==> src/rtl/stack_id_enum_pkg.sv <==
// Shared types and frame layout helpers for the 3D-stack die enumeration block.
// Frame fields from LSB: magic, dst_id, src_id, pwr, type.
package stack_enum_pkg;

  typedef enum logic [2:0] {
    IDLE,
    RX_ID,
    TX_ACK,
    TX_OFFER,
    WAIT_ACK,
    DONE
  } state_t;

  localparam logic [1:0] TYPE_OFFER = 2'b11;
  localparam logic [1:0] TYPE_ACK   = 2'b10;

  function automatic int off_dst(input int magic_w);
    return magic_w;
  endfunction

  function automatic int off_src(input int magic_w, input int id_w);
    return magic_w + id_w;
  endfunction

  function automatic int off_pwr(input int magic_w, input int id_w);
    return magic_w + 2 * id_w;
  endfunction

  function automatic int off_type(
    input int magic_w,
    input int id_w,
    input int pwr_w
  );
    return magic_w + 2 * id_w + pwr_w;
  endfunction

endpackage

==> src/rtl/stack_id_enum_if.sv <==
// Frame link between adjacent dies: receive side plus
// valid/ready transmit side.
interface stack_id_enum_if #(
  parameter int DATA_W = 32
);
  logic              in_valid;
  logic [DATA_W-1:0] data_in;
  logic              out_valid;
  logic              out_ready;
  logic [DATA_W-1:0] data_out;

  modport master (
    input  in_valid,
    input  data_in,
    input  out_ready,
    output out_valid,
    output data_out
  );

  modport slave (
    output in_valid,
    output data_in,
    output out_ready,
    input  out_valid,
    input  data_out
  );
endinterface

==> src/rtl/stack_id_enum_codec.sv <==
// Combinational frame packer/unpacker for the enumeration link.
// Flags magic match and offer/ack type on the received frame.
module stack_frame_codec
  import stack_enum_pkg::*;
#(
  parameter int                 DATA_W  = 32,
  parameter int                 ID_W    = 5,
  parameter int                 PWR_W   = 4,
  parameter int                 MAGIC_W = 16,
  parameter logic [MAGIC_W-1:0] MAGIC   = 16'hBEAF
) (
  input  logic [1:0]        tx_type,
  input  logic [ID_W-1:0]   tx_dst,
  input  logic [ID_W-1:0]   tx_src,
  input  logic [PWR_W-1:0]  tx_pwr,
  output logic [DATA_W-1:0] tx_frame,
  input  logic [DATA_W-1:0] rx_frame,
  output logic [ID_W-1:0]   rx_dst,
  output logic [ID_W-1:0]   rx_src,
  output logic [PWR_W-1:0]  rx_pwr,
  output logic              magic_ok,
  output logic              is_offer,
  output logic              is_ack
);

  localparam int OD = off_dst(MAGIC_W);
  localparam int OS = off_src(MAGIC_W, ID_W);
  localparam int OP = off_pwr(MAGIC_W, ID_W);
  localparam int OT = off_type(MAGIC_W, ID_W, PWR_W);
  localparam int FW = OT + 2;

  logic [1:0] rx_type;

  always_comb begin
    tx_frame                = '0;
    tx_frame[MAGIC_W-1:0]   = MAGIC;
    tx_frame[OD +: ID_W]    = tx_dst;
    tx_frame[OS +: ID_W]    = tx_src;
    tx_frame[OP +: PWR_W]   = tx_pwr;
    tx_frame[OT +: 2]       = tx_type;
  end

  assign magic_ok = rx_frame[MAGIC_W-1:0] == MAGIC;
  assign rx_dst   = rx_frame[OD +: ID_W];
  assign rx_src   = rx_frame[OS +: ID_W];
  assign rx_pwr   = rx_frame[OP +: PWR_W];
  assign rx_type  = rx_frame[OT +: 2];
  assign is_offer = magic_ok && (rx_type == TYPE_OFFER);
  assign is_ack   = magic_ok && (rx_type == TYPE_ACK);

  // Upper pad bits carry no information on receive
  generate
    if (DATA_W > FW) begin : g_pad
      logic unused_pad;
      assign unused_pad = ^rx_frame[DATA_W-1:FW];
    end
  endgenerate

endmodule

==> src/rtl/stack_id_enum.sv <==
// Die-level chip-ID enumeration controller for a 3D stack.
// Optional STACK_ENUM_BACKOFF_EN: ack window doubles per retry, capped at 16x.
module stack_id_enum
  import stack_enum_pkg::*;
#(
  parameter int                 DATA_W   = 32,
  parameter int                 ID_W     = 5,
  parameter int                 PWR_W    = 4,
  parameter int                 MAGIC_W  = 16,
  parameter logic [MAGIC_W-1:0] MAGIC    = 16'hBEAF,
  parameter int                 TIMEOUT  = 36,
  parameter int                 PWR_INIT = 1
) (
  input  logic              clk,
  input  logic              rst_n,
  input  logic              f_layer,
  input  logic              start,
  stack_id_enum_if.master   link,
  output logic [ID_W-1:0]   chip_id,
  output logic [PWR_W-1:0]  power_value,
  output logic              is_top,
  output logic              sort_finish
);

`ifdef STACK_ENUM_BACKOFF_EN
  localparam int TW = 20;
`else
  localparam int TW = 16;
`endif

  localparam logic [ID_W-1:0]  ID_MAX  = {ID_W{1'b1}};
  localparam logic [PWR_W-1:0] PWR_MAX = {PWR_W{1'b1}};

  state_t            state_q, nxt_state;
  logic [ID_W-1:0]   nxt_chip_id;
  logic [PWR_W-1:0]  pwr_q, nxt_pwr;
  logic [PWR_W-1:0]  nxt_power_value;
  logic              nxt_is_top;
  logic [TW-1:0]     timer_q, nxt_timer;
  logic [TW-1:0]     win;

  logic              tx_ack, tx_en;
  logic [1:0]        tx_type;
  logic [ID_W-1:0]   tx_dst;
  logic [PWR_W-1:0]  tx_pwr;
  logic [DATA_W-1:0] tx_frame;
  logic [ID_W-1:0]   rx_dst, rx_src;
  logic [PWR_W-1:0]  rx_pwr;
  logic              magic_ok, is_offer, is_ack;
  logic              rx_offer, rx_ack, xfer;
  logic              unused_rx;

`ifdef STACK_ENUM_BACKOFF_EN
  logic [2:0] att_q, nxt_att;
  assign win = TW'(TIMEOUT) << att_q;
`else
  assign win = TW'(TIMEOUT);
`endif

  stack_frame_codec #(
    .DATA_W  (DATA_W),
    .ID_W    (ID_W),
    .PWR_W   (PWR_W),
    .MAGIC_W (MAGIC_W),
    .MAGIC   (MAGIC)
  ) u_codec (
    .tx_type  (tx_type),
    .tx_dst   (tx_dst),
    .tx_src   (nxt_chip_id),
    .tx_pwr   (tx_pwr),
    .tx_frame (tx_frame),
    .rx_frame (link.data_in),
    .rx_dst   (rx_dst),
    .rx_src   (rx_src),
    .rx_pwr   (rx_pwr),
    .magic_ok (magic_ok),
    .is_offer (is_offer),
    .is_ack   (is_ack)
  );

  assign unused_rx   = ^{rx_src, rx_pwr, magic_ok};
  assign rx_offer    = link.in_valid && is_offer;
  assign rx_ack      = link.in_valid && is_ack;
  assign xfer        = link.out_valid && link.out_ready;
  assign sort_finish = state_q == DONE;

  always_comb begin
    nxt_state       = state_q;
    nxt_chip_id     = chip_id;
    nxt_pwr         = pwr_q;
    nxt_power_value = power_value;
    nxt_is_top      = is_top;
    nxt_timer       = timer_q;
`ifdef STACK_ENUM_BACKOFF_EN
    nxt_att         = att_q;
`endif
    unique case (state_q)
      IDLE: begin
        if (start) nxt_state = f_layer ? TX_OFFER : RX_ID;
      end
      RX_ID: begin
        if (rx_offer) begin
          nxt_chip_id = rx_dst;
          nxt_state   = TX_ACK;
        end
      end
      TX_ACK: begin
        if (xfer) nxt_state = TX_OFFER;
      end
      TX_OFFER: begin
        if (chip_id == ID_MAX) begin
          nxt_is_top = 1'b1;
          nxt_state  = DONE;
        end else if (xfer) begin
          nxt_power_value = pwr_q;
          nxt_timer       = '0;
          nxt_state       = WAIT_ACK;
        end
      end
      WAIT_ACK: begin
        // A matching ack outranks the timeout in the same cycle
        if (rx_ack && rx_dst == chip_id) begin
          nxt_state = DONE;
        end else if (timer_q == win - TW'(1)) begin
          if (pwr_q != PWR_MAX) begin
            nxt_pwr   = pwr_q + PWR_W'(1);
            nxt_state = TX_OFFER;
`ifdef STACK_ENUM_BACKOFF_EN
            if (att_q != 3'd4) nxt_att = att_q + 3'd1;
`endif
          end else begin
            nxt_is_top = 1'b1;
            nxt_state  = DONE;
          end
        end else begin
          nxt_timer = timer_q + TW'(1);
        end
      end
      DONE: begin
        nxt_state = DONE;
      end
      default: nxt_state = IDLE;
    endcase
  end

  // Frame fields follow the next state so data_out lands with entry
  always_comb begin
    tx_ack  = nxt_state == TX_ACK;
    tx_en   = tx_ack || (nxt_state == TX_OFFER && nxt_chip_id != ID_MAX);
    tx_type = tx_ack ? TYPE_ACK : TYPE_OFFER;
    tx_dst  = tx_ack ? nxt_chip_id - ID_W'(1) : nxt_chip_id + ID_W'(1);
    tx_pwr  = tx_ack ? '0 : nxt_pwr;
  end

  always_ff @(posedge clk or negedge rst_n) begin
    if (!rst_n) begin
      state_q       <= IDLE;
      chip_id       <= '0;
      pwr_q         <= PWR_W'(PWR_INIT);
      power_value   <= '0;
      is_top        <= 1'b0;
      timer_q       <= '0;
      link.out_valid <= 1'b0;
      link.data_out  <= '0;
`ifdef STACK_ENUM_BACKOFF_EN
      att_q         <= '0;
`endif
    end else begin
      state_q       <= nxt_state;
      chip_id       <= nxt_chip_id;
      pwr_q         <= nxt_pwr;
      power_value   <= nxt_power_value;
      is_top        <= nxt_is_top;
      timer_q       <= nxt_timer;
      link.out_valid <= tx_en;
      if (tx_en) link.data_out <= tx_frame;
`ifdef STACK_ENUM_BACKOFF_EN
      att_q         <= nxt_att;
`endif
    end
  end

endmodule

==> src/flat_wrapper.sv <==
// flat-port wrapper written by rule: the top's interface ports become plain ports
module stack_id_enum_flat import stack_enum_pkg::*;
#(
  parameter int                 DATA_W   = 32,
  parameter int                 ID_W     = 5,
  parameter int                 PWR_W    = 4,
  parameter int                 MAGIC_W  = 16,
  parameter logic [MAGIC_W-1:0] MAGIC    = 16'hBEAF,
  parameter int                 TIMEOUT  = 36,
  parameter int                 PWR_INIT = 1
)
  (clk, rst_n, f_layer, start, chip_id, power_value, is_top, sort_finish, link_in_valid, link_data_in, link_out_ready, link_out_valid, link_data_out);
  stack_id_enum_if #(.DATA_W(DATA_W)) link_i ();
  input  logic clk;
  input  logic rst_n;
  input  logic f_layer;
  input  logic start;
  output logic [ID_W-1:0] chip_id;
  output logic [PWR_W-1:0] power_value;
  output logic is_top;
  output logic sort_finish;
  input wire logic [$bits(link_i.in_valid)-1:0] link_in_valid;
  input wire logic [$bits(link_i.data_in)-1:0] link_data_in;
  input wire logic [$bits(link_i.out_ready)-1:0] link_out_ready;
  output wire logic [$bits(link_i.out_valid)-1:0] link_out_valid;
  output wire logic [$bits(link_i.data_out)-1:0] link_data_out;
  assign link_i.in_valid = link_in_valid;
  assign link_i.data_in = link_data_in;
  assign link_i.out_ready = link_out_ready;
  assign link_out_valid = link_i.out_valid;
  assign link_data_out = link_i.data_out;
  stack_id_enum #(.DATA_W(DATA_W), .ID_W(ID_W), .PWR_W(PWR_W), .MAGIC_W(MAGIC_W), .MAGIC(MAGIC), .TIMEOUT(TIMEOUT), .PWR_INIT(PWR_INIT)) u_core (.clk(clk), .rst_n(rst_n), .f_layer(f_layer), .start(start), .link(link_i), .chip_id(chip_id), .power_value(power_value), .is_top(is_top), .sort_finish(sort_finish));
endmodule
==> config.mk <==
export PLATFORM = sky130hd
export DESIGN_NAME = stack_id_enum_flat
export DESIGN_NICKNAME = d
export VERILOG_FILES = /design/src/rtl/stack_id_enum_pkg.sv /design/src/rtl/stack_id_enum_if.sv /design/src/rtl/stack_id_enum_codec.sv /design/src/rtl/stack_id_enum.sv /design/src/flat_wrapper.sv
export SDC_FILE = /design/constraint.sdc
export NUM_CORES = 1
export LEC_CHECK = 0
export CORE_ASPECT_RATIO = 0.5
export CORE_UTILIZATION = 35
export CTS_CLUSTER_DIAMETER = 30
export DETAILED_ROUTE_END_ITERATION = 8
export PLACE_DENSITY_LB_ADDON = 0.15
export SLEW_MARGIN = 30
export SYNTH_ARGS = -nofsm -noshare
export SYNTH_HDL_FRONTEND = slang
export SYNTH_SLANG_ARGS = --single-unit
==> constraint.sdc <==
create_clock -name clk -period 3.2 [get_ports clk]
set_input_delay 0.8 -clock clk [delete_from_list [all_inputs] [get_ports clk]]
set_output_delay 0.8 -clock clk [all_outputs]
set_load 0.01 [all_outputs]
==> metrics.txt, run 1 <==
Final WS setup 67.8 ps; num rows 22; CTS tree done; Yosys reg bits 50; sequential area share after synthesis 0.441; hold-fix buffers at CTS 0; Final Setup Violations 0; crit path kind input pin to register; register-to-register setup slack 230 ps; worst-margin pin slew 521 ps; cells after synthesis 277; Avg Inst Size Synth 10.3 µm²; Final Instance Area 4120 µm²; Slew HR 0.652; post-synthesis cell type count 62; run status finished clean; DP HPWL 5.30 mm; port bufs 68; global-route wire length before repair 12.2 mm; Die Y 65.7 µm; chip width 129 µm; Lkg Pwr 1.89 nW; total CTS buffers 5; crit path launch type input pin; clk sinks 50; Top Ports 82; H-Tree Depth 2; Post-synth EDFFs 0; Cell Area, Placed 3820 µm²; CTS Buffer Depth 2; post-route DRC violation count 0; clock slew at reported path FFs 70 ps; cell area after synthesis 2840 µm²; TNS Setup 0 ps; Overall Global Routing Usage 0.185; Slew Viols, Final 0; Placed Cells 469; Worst Path Max Fanout 5; Routed wire per std cell 14.7 µm; drt first-iter violations 161; RSZ-0062 raised after global routing true; HP Class input pin to async pin; clk_lat worst skew 290 ps; top_reg_cell synth dfrtp_1; total number of vias 2463; Tcrit/Tclk final 0.979; Fin. Hold Viols 0; Setup Skew 5.39 ps; crit path time final 3130 ps; initial antenna violation count 0; MaxCap Viol Count 0; Async SR Flop Fraction 1.00; detailed-router iteration count before antenna repair 4; Min Hold Slack 318 ps; vias per cell 5.06; gr ovfl total 0; VDD IR max 0.319 mV; Syn. warnings 0; Crit path arrival time 3310 ps; fin cells 487; clock root cell clkbuf_16; Yosys top cell area share 0.432; Crit path required time 3380 ps; pre-CTS WS -570 ps; routability congestion estimate from global placement 0.847; area grow syn2layout 44.9%; commonest non-fill, non-tap cell in the layout dfrtp_1; number of global-route vias before repair 2600; n_diodes 0; Fillers 689; crit path capture type register; Initial Utilization 0.374; cell taking the most area after synthesis dfrtp_1; antenna violation net count after detailed routing 0; most frequent cells in the layout 49 x dfrtp_1, 43 x buf_4, 42 x clkdlybuf4s50_1, 18 x nor2_1, 16 x nand2_1; die area 8500 µm²; Nets 422; largest net degree at the start of global routing 24; top post-synthesis cells by area dfrtp_1 43%, mux2_2 4.4%, buf_4 4.2%, xor2_1 3.4%, mux2_1 3.2%; fmax 0.319 GHz; Core ar. 7600 µm²; Routed WL 7.15 mm; Power Density 359 nW/µm²; fraction of layout cells with a size suffix above 1 0.280
==> layout make-up <==
| cell class | instances | area, µm² | share of cell area |
|---|---|---|---|
| Clock buffer | 5 | 125 | 0.0304 |
| Clock inverter | 3 | 40.0 | 0.00973 |
| Inverter | 6 | 22.5 | 0.00547 |
| Multi-Input combinational cell | 201 | 1550 | 0.376 |
| Sequential cell | 50 | 1250 | 0.304 |
| Tap cell | 108 | 135 | 0.0328 |
| Timing Repair Buffer | 114 | 992 | 0.241 |
==> worst paths after layout <==
path | from | to | depth (start not counted)
hold / removal | rst_n | u_core.link.data_out[23] | 1
max in group asynchronous | rst_n | u_core.pwr_q[0] | 2
setup / recovery | link_data_in[3] | u_core.link.data_out[20] | 14
min in group clk | u_core.is_top | u_core.is_top | 2
hold reg to reg | u_core.is_top | u_core.is_top | 2
setup reg to reg | u_core.chip_id[0] | u_core.link.data_out[20] | 11
==> sequential cells by signal, indices dropped and copies added (netlist names) <==
name / count
u_core.link.data_out: 16
u_core.timer_q: 16
u_core.chip_id: 5
u_core.power_value: 4
u_core.pwr_q: 4
u_core.state_q: 3
u_core.is_top: 1
u_core.link.out_valid: 1
==> stage by stage <==
| stage | util | power, mW |
|---|---|---|
| 2_1_floorplan | - | 0.794 |
| 3_3_place_gp | 0.503 | 0.875 |
| 3_5_place_dp | 0.503 | 0.884 |
| 4_1_cts | 0.540 | 1.49 |
| 5_1_grt | 0.542 | 1.55 |
| 6_report | 0.542 | 1.48 |
==> what timing repair did <==
| item | in CTS | in global routing |
|---|---|---|
| gates cloned | 0 | 0 |
| buffers inserted | 8 | 2 |
| setup endpoints to repair | 3 | 2 |
| gates resized for setup | 52 | 23 |
| endpoints found under the hold margin | 0 | 0 |
| pin swaps | 19 | 17 |
==> kinds of logic after synthesis <==
logic type,count (synthesis),share of synthesized area
other cells,1,0.00132
buf+inv,29,0.0652
compound gates,52,0.131
fa+ha+maj,6,0.0291
flops,50,0.441
mux,20,0.0789
simple gates,106,0.213
xor+xnor,13,0.0401
==> synth_stat cells (2+ instances only) <==
cell type	count
a21o_1	3
a21oi_1	13
a32o_1	4
a41oi_1	2
and3_1	4
buf_4	16
buf_6	2
clkbuf_1	4
dfrtp_1	49
ha_1	5
inv_1	5
mux2_1	8
mux2_2	11
nand2_1	18
nand2b_1	6
nand3_1	15
nand3b_1	3
nand4_1	8
nor2_1	19
nor2b_1	4
nor3_1	5
nor4_1	4
nor4b_1	2
o2111ai_1	2
o21ai_0	9
o31ai_1	4
or3_1	2
or4_1	5
xnor2_1	2
xor2_1	11
==> per-layer routing <==
metal | track usage | vias to the layer above | wire (µm)
met1 | 0.230 | 1208 | 3220
met5 | 0 | - | 0
met4 | 0.0471 | 0 | 57
met3 | 0.0521 | 7 | 313
li1 | - | 1207 | -
met2 | 0.319 | 41 | 3560
==> worst max-delay path, stage by stage <==
cell	delay, ps
buf_6	90
nand4_1	140
nor4_4	60
buf_4	140
buf_6	120
and4_1	200
a2111o_1	420
a21oi_4	250
fa_2	270
a21o_1	130
a21o_1	160
nand3_2	90
nor3b_2	170
a222oi_1	270
==> report_power, final <==
part	total, mW	switching (mW)	internal, mW
Clock	0.604	0.238	0.366
Combinational	0.166	0.0807	0.0855
Sequential	0.708	0.0458	0.662
Power figures use the tool's default switching activity.
==> run 2, diff against run 1 <==
- CORE_ASPECT_RATIO: 0.5 -> default
- DONT_BUFFER_PORTS: default -> 1
==> run 2 against run 1 <==
Global-route usage fell by 2.7 points. Sequential power fell by 1%. Via count fell by 13%. First-iteration DRC count fell by 34%. Power fell by 21%. Critical path depth fell by 2. Maximum frequency rose by 5.2%. Largest cell class unchanged.
==> metrics.txt, run 2 (synthesis results as in run 1) <==
run status finished clean; Setup Skew 11.2 ps; detailed-router iteration count before antenna repair 4; crit path capture u_core.link.data_out[20]; Core ar. 7810 µm²; H-Tree Depth 2; routability congestion estimate from global placement 0.860; FF-to-FF End u_core.link.data_out[20]; Die Y 92.1 µm; Lkg Pwr 1.46 nW; clock root cell clkbuf_8; largest net degree at the start of global routing 51; total number of vias 2134; die area 8480 µm²; crit path capture type register; Worst Setup SP u_core.timer_q[0]; total CTS buffers 5; antenna violation net count after detailed routing 0; Cell Area, Placed 3060 µm²; Fin. Hold Viols 0; Initial Utilization 0.364; crit path kind register to register; port bufs 0; chip width 92.1 µm; crit path time final 2980 ps; crit path launch type register; CTS tree done; worst reg2reg path startpoint u_core.timer_q[0]; Fillers 775; Overall Global Routing Usage 0.158; Final Instance Area 3150 µm²; clk_lat worst skew 300 ps; MaxCap Viol Count 0; Slew HR 0.631; fraction of layout cells with a size suffix above 1 0.202; register-to-register setup slack 220 ps; CTS-repair resized insts 0; vias per cell 5.42; number of setup buffers added after CTS 0; most frequent cells in the layout 49 x dfrtp_1, 27 x buf_4, 18 x nor2_1, 18 x nand2_1, 14 x nand3_1; Crit path arrival time 3180 ps; RSZ-0062 raised after global routing false; num rows 32; fin cells 394; post-route DRC violation count 0; Final Setup Violations 0; global-route wire length before repair 10.6 mm; Top Ports 82; VDD IR max 0.198 mV; CTS Buffer Depth 2; DP HPWL 4.69 mm; Worst Path Max Fanout 5; clock slew at reported path FFs 100 ps; commonest non-fill, non-tap cell in the layout dfrtp_1; Crit path required time 3400 ps; Routed wire per std cell 15.9 µm; area grow syn2layout 10.8%; HP Class input pin to async pin; Routed WL 6.26 mm; gr ovfl total 0; worst-margin pin slew 554 ps; Reg2Reg Depth 12; hold-fix buffers at CTS 0; Largest regs u_core.link.data_out: 16 flops, u_core.timer_q: 16 flops, u_core.chip_id: 5 flops; Placed Cells 386; drt first-iter violations 106; clk sinks 50; fmax 0.336 GHz; Slew Viols, Final 0; n_diodes 0; TNS Setup 0 ps; Tcrit/Tclk final 0.931; initial antenna violation count 0; Nets 335; Power Density 369 nW/µm²; number of global-route vias before repair 2145
==> run 2: changes by cell type in the layout (fill, tap and decap cells not counted), sizes merged <==
cell           delta
clkdlybuf4s15     -2
dlygate4sd2      -11
clkbuf            -4
inv               +1
buf              -27
clkinv            -1
clkdlybuf4s50    -42
bufinv            -1
==> run 2: worst max-delay path, stage by stage, from the launching register on <==
cell and delay (ps):
dfrtp_1 400, ha_1 210, nor4b_1 330, nand4_1 200, nor2b_1 240, nand3_2 150
a21oi_4 300, fa_1 260, a21o_1 130, a21o_1 140, nand3_1 100, nor3b_1 180
a222oi_1 250
==> run 2: area by class of cell <==
class	instances	area [µm²]	share of cell area
Clock buffer	6	72.6	0.0231
Clock inverter	2	13.8	0.00437
Inverter	6	22.5	0.00716
Multi-Input combinational cell	201	1460	0.462
Sequential cell	50	1250	0.398
Tap cell	102	128	0.0406
Timing Repair Buffer	27	203	0.0644
==> run 2: report_power, final <==
group	switching [mW]	leakage (nW)	internal, mW	total (mW)
logic	0.0523	0.749	0.0401	0.0924
registers	0.0368	0.663	0.662	0.699
clock network	0.214	0.0456	0.156	0.371
==> run 2: worst min-delay path by stage <==
| stage | end | slack, ps | from |
|---|---|---|---|
| after floorplan | u_core.timer_q[0] | 480 | u_core.timer_q[0] |
| after global placement | u_core.state_q[2] | 510 | rst_n |
| final | u_core.link.data_out[19] | 180 | rst_n |
| after detailed placement | u_core.chip_id[1] | 510 | rst_n |
| after CTS | u_core.chip_id[2] | 170 | rst_n |
| after global routing | u_core.chip_id[2] | 160 | rst_n |
==> run 2: stage by stage <==
stage          power [mW]  hold slack, ps  worst slack (ps)   util
6_report             1.16             185               222  0.403
3_5_place_dp        0.804             507             -87.7  0.392
4_1_cts              1.18             165               202  0.403
3_3_place_gp        0.801             507             -89.8  0.392
5_1_grt              1.23             156              14.5  0.403
2_1_floorplan       0.794             480             -55.9      -
==> run 2: metal layers <==
| layer | vias up | routed length, µm | global-route usage |
|---|---|---|---|
| met5 | - | 0 | 0 |
| met3 | 8 | 363 | 0.0473 |
| met1 | 1043 | 2980 | 0.214 |
| met4 | 0 | 72 | 0.0508 |
| met2 | 54 | 2850 | 0.241 |
| li1 | 1029 | - | - |
==> run 3, diff against run 2 <==
- CORE_UTILIZATION: 35 -> 30
==> run 3 against run 2 <==
Maximum frequency shrank 0.65%. Utilization shrank 5.0 points. First-iteration DRC count shrank 49%. Worst hold slack lost 17 ps. Sequential power is essentially flat. Largest cell class unchanged.
==> metrics.txt, run 3 (synthesis results as in run 1) <==
clk sinks 50; Final Instance Area 3250 µm²; gr ovfl total 0; Crit path arrival time 3170 ps; chip width 99.3 µm; Fillers 929; most frequent cells in the layout 49 x dfrtp_1, 31 x buf_4, 18 x nor2_1, 18 x nand2_1, 14 x nand3_1; Fin. Hold Viols 0; commonest non-fill, non-tap cell in the layout dfrtp_1; post-route DRC violation count 0; n_diodes 0; fraction of layout cells with a size suffix above 1 0.226; total CTS buffers 5; worst-margin pin slew 522 ps; hold-fix buffers at CTS 0; Crit path required time 3370 ps; area grow syn2layout 14.4%; Top Ports 82; total number of vias 2143; Setup Skew 11.5 ps; routability congestion estimate from global placement 0.784; met2 WL 3.33 mm; Worst Path Max Fanout 5; Slew Viols, Final 0; Largest regs u_core.link.data_out: 16 flops, u_core.timer_q: 16 flops, u_core.chip_id: 5 flops; pre-CTS WS -161 ps; antenna violation net count after detailed routing 0; detailed-router iteration count before antenna repair 6; Die Y 99.3 µm; fmax 0.334 GHz; number of global-route vias before repair 2095; Final WS setup 203 ps; drt first-iter violations 54; clock root cell clkbuf_8; Slowest cell on crit path fa_1; Cell Area, Placed 3100 µm²; number of setup buffers added after CTS 0; HP Class input pin to async pin; run status finished clean; MaxCap Viol Count 0; num rows 35; clock slew at reported path FFs 110 ps; crit-path most repeated cell a21o_1; crit path capture type register; VDD IR max 0.177 mV; delay-heaviest family, CP simple AND/OR/NAND/NOR gates; Final Setup Violations 0; CTS-repair resized insts 0; Min Hold Slack 168 ps; CTS tree done; Power Density 402 nW/µm²; H-Tree Depth 2; RSZ-0062 raised after global routing false; Tcrit/Tclk final 0.937; worst path buffer plus inverter count 1; Initial Utilization 0.309; max incr delay on CP 410 ps; global-route wire length before repair 10.8 mm; Routed WL 6.67 mm; clk_lat worst skew 310 ps; Lkg Pwr 1.50 nW; CTS Buffer Depth 2; metal3 WL 356 µm; TNS Setup 0 ps; initial antenna violation count 0; WL met1 2.97 mm; CP Cell Sequence nand2_1 > nor4_4 > buf_4 > and4_1 > a2111o_1 > a21oi_4 > fa_1 > a21o_1 > a21o_1 > nand3_1 > nor3b_1 > a222oi_1; Top Metal Used met4; Overall Global Routing Usage 0.139; die area 9860 µm²; crit path kind input pin to register; Core ar. 9200 µm²; DP HPWL 4.87 mm; Slew HR 0.652; port bufs 0; Routed wire per std cell 16.4 µm; largest net degree at the start of global routing 51; vias per cell 5.27; Nets 339; crit path launch type input pin; crit path time final 3000 ps
-- run 3: changes by cell type in the layout (fill, tap and decap cells not counted), sizes merged --
cell	previous run	this run
buf	27	31
bufinv	0	1
clkinv	1	0
-- run 3: layout make-up --
| cell class | instances | area [µm²] | share of cell area |
|---|---|---|---|
| Tap cell | 111 | 139 | 0.0427 |
| Multi-Input combinational cell | 201 | 1480 | 0.456 |
| Clock buffer | 6 | 82.6 | 0.0254 |
| Sequential cell | 50 | 1250 | 0.385 |
| Clock inverter | 2 | 38.8 | 0.0119 |
| Timing Repair Buffer | 31 | 233 | 0.0716 |
| Inverter | 6 | 22.5 | 0.00693 |
-- run 3: where the power goes --
part	internal (mW)	switching, mW	total, mW	leakage, nW
logic	0.0519	0.0628	0.115	0.773
clock network	0.258	0.233	0.490	0.0618
registers	0.662	0.0380	0.700	0.663
-- run 3: path summary, 6_finish.rpt --
| kind | startpoint | end | slack (ps) | cells after the start |
|---|---|---|---|---|
| setup / recovery | link_in_valid | u_core.link.data_out[20] | 200 | 12 |
| hold / removal | rst_n | u_core.timer_q[9] | 170 | 0 |
| setup reg to reg | u_core.state_q[2] | u_core.link.data_out[20] | 240 | 10 |
| hold reg to reg | u_core.timer_q[0] | u_core.timer_q[0] | 530 | 1 |
| max in group asynchronous | rst_n | u_core.pwr_q[0] | 2830 | 0 |
| min in group clk | u_core.timer_q[0] | u_core.timer_q[0] | 530 | 1 |
-- run 3: routing by layer --
layer,track usage,vias up
met4,0.0204,0
met2,0.244,34
met1,0.172,1062
li1,-,1044
met3,0.0422,3
met5,0,-
-- run 3: metrics by stage --
stage                     utilization  std cells  total power, mW
after floorplan                     -        280            0.794
after global placement          0.337        399            0.812
after detailed placement        0.337        399            0.813
after CTS                       0.350        407             1.31
after global routing            0.353        407             1.36
final                           0.353        407             1.31
-- run 3: worst register-to-register path: stages, from the launching register on --
cell      delay (ps)
dfrtp_1          440
and4bb_1         330
or3b_1           400
o21ai_0          260
nand2_1          140
fa_1             460
a21o_1           190
a21o_1           200
nand3_1          100
nor3b_1          200
a222oi_1         110
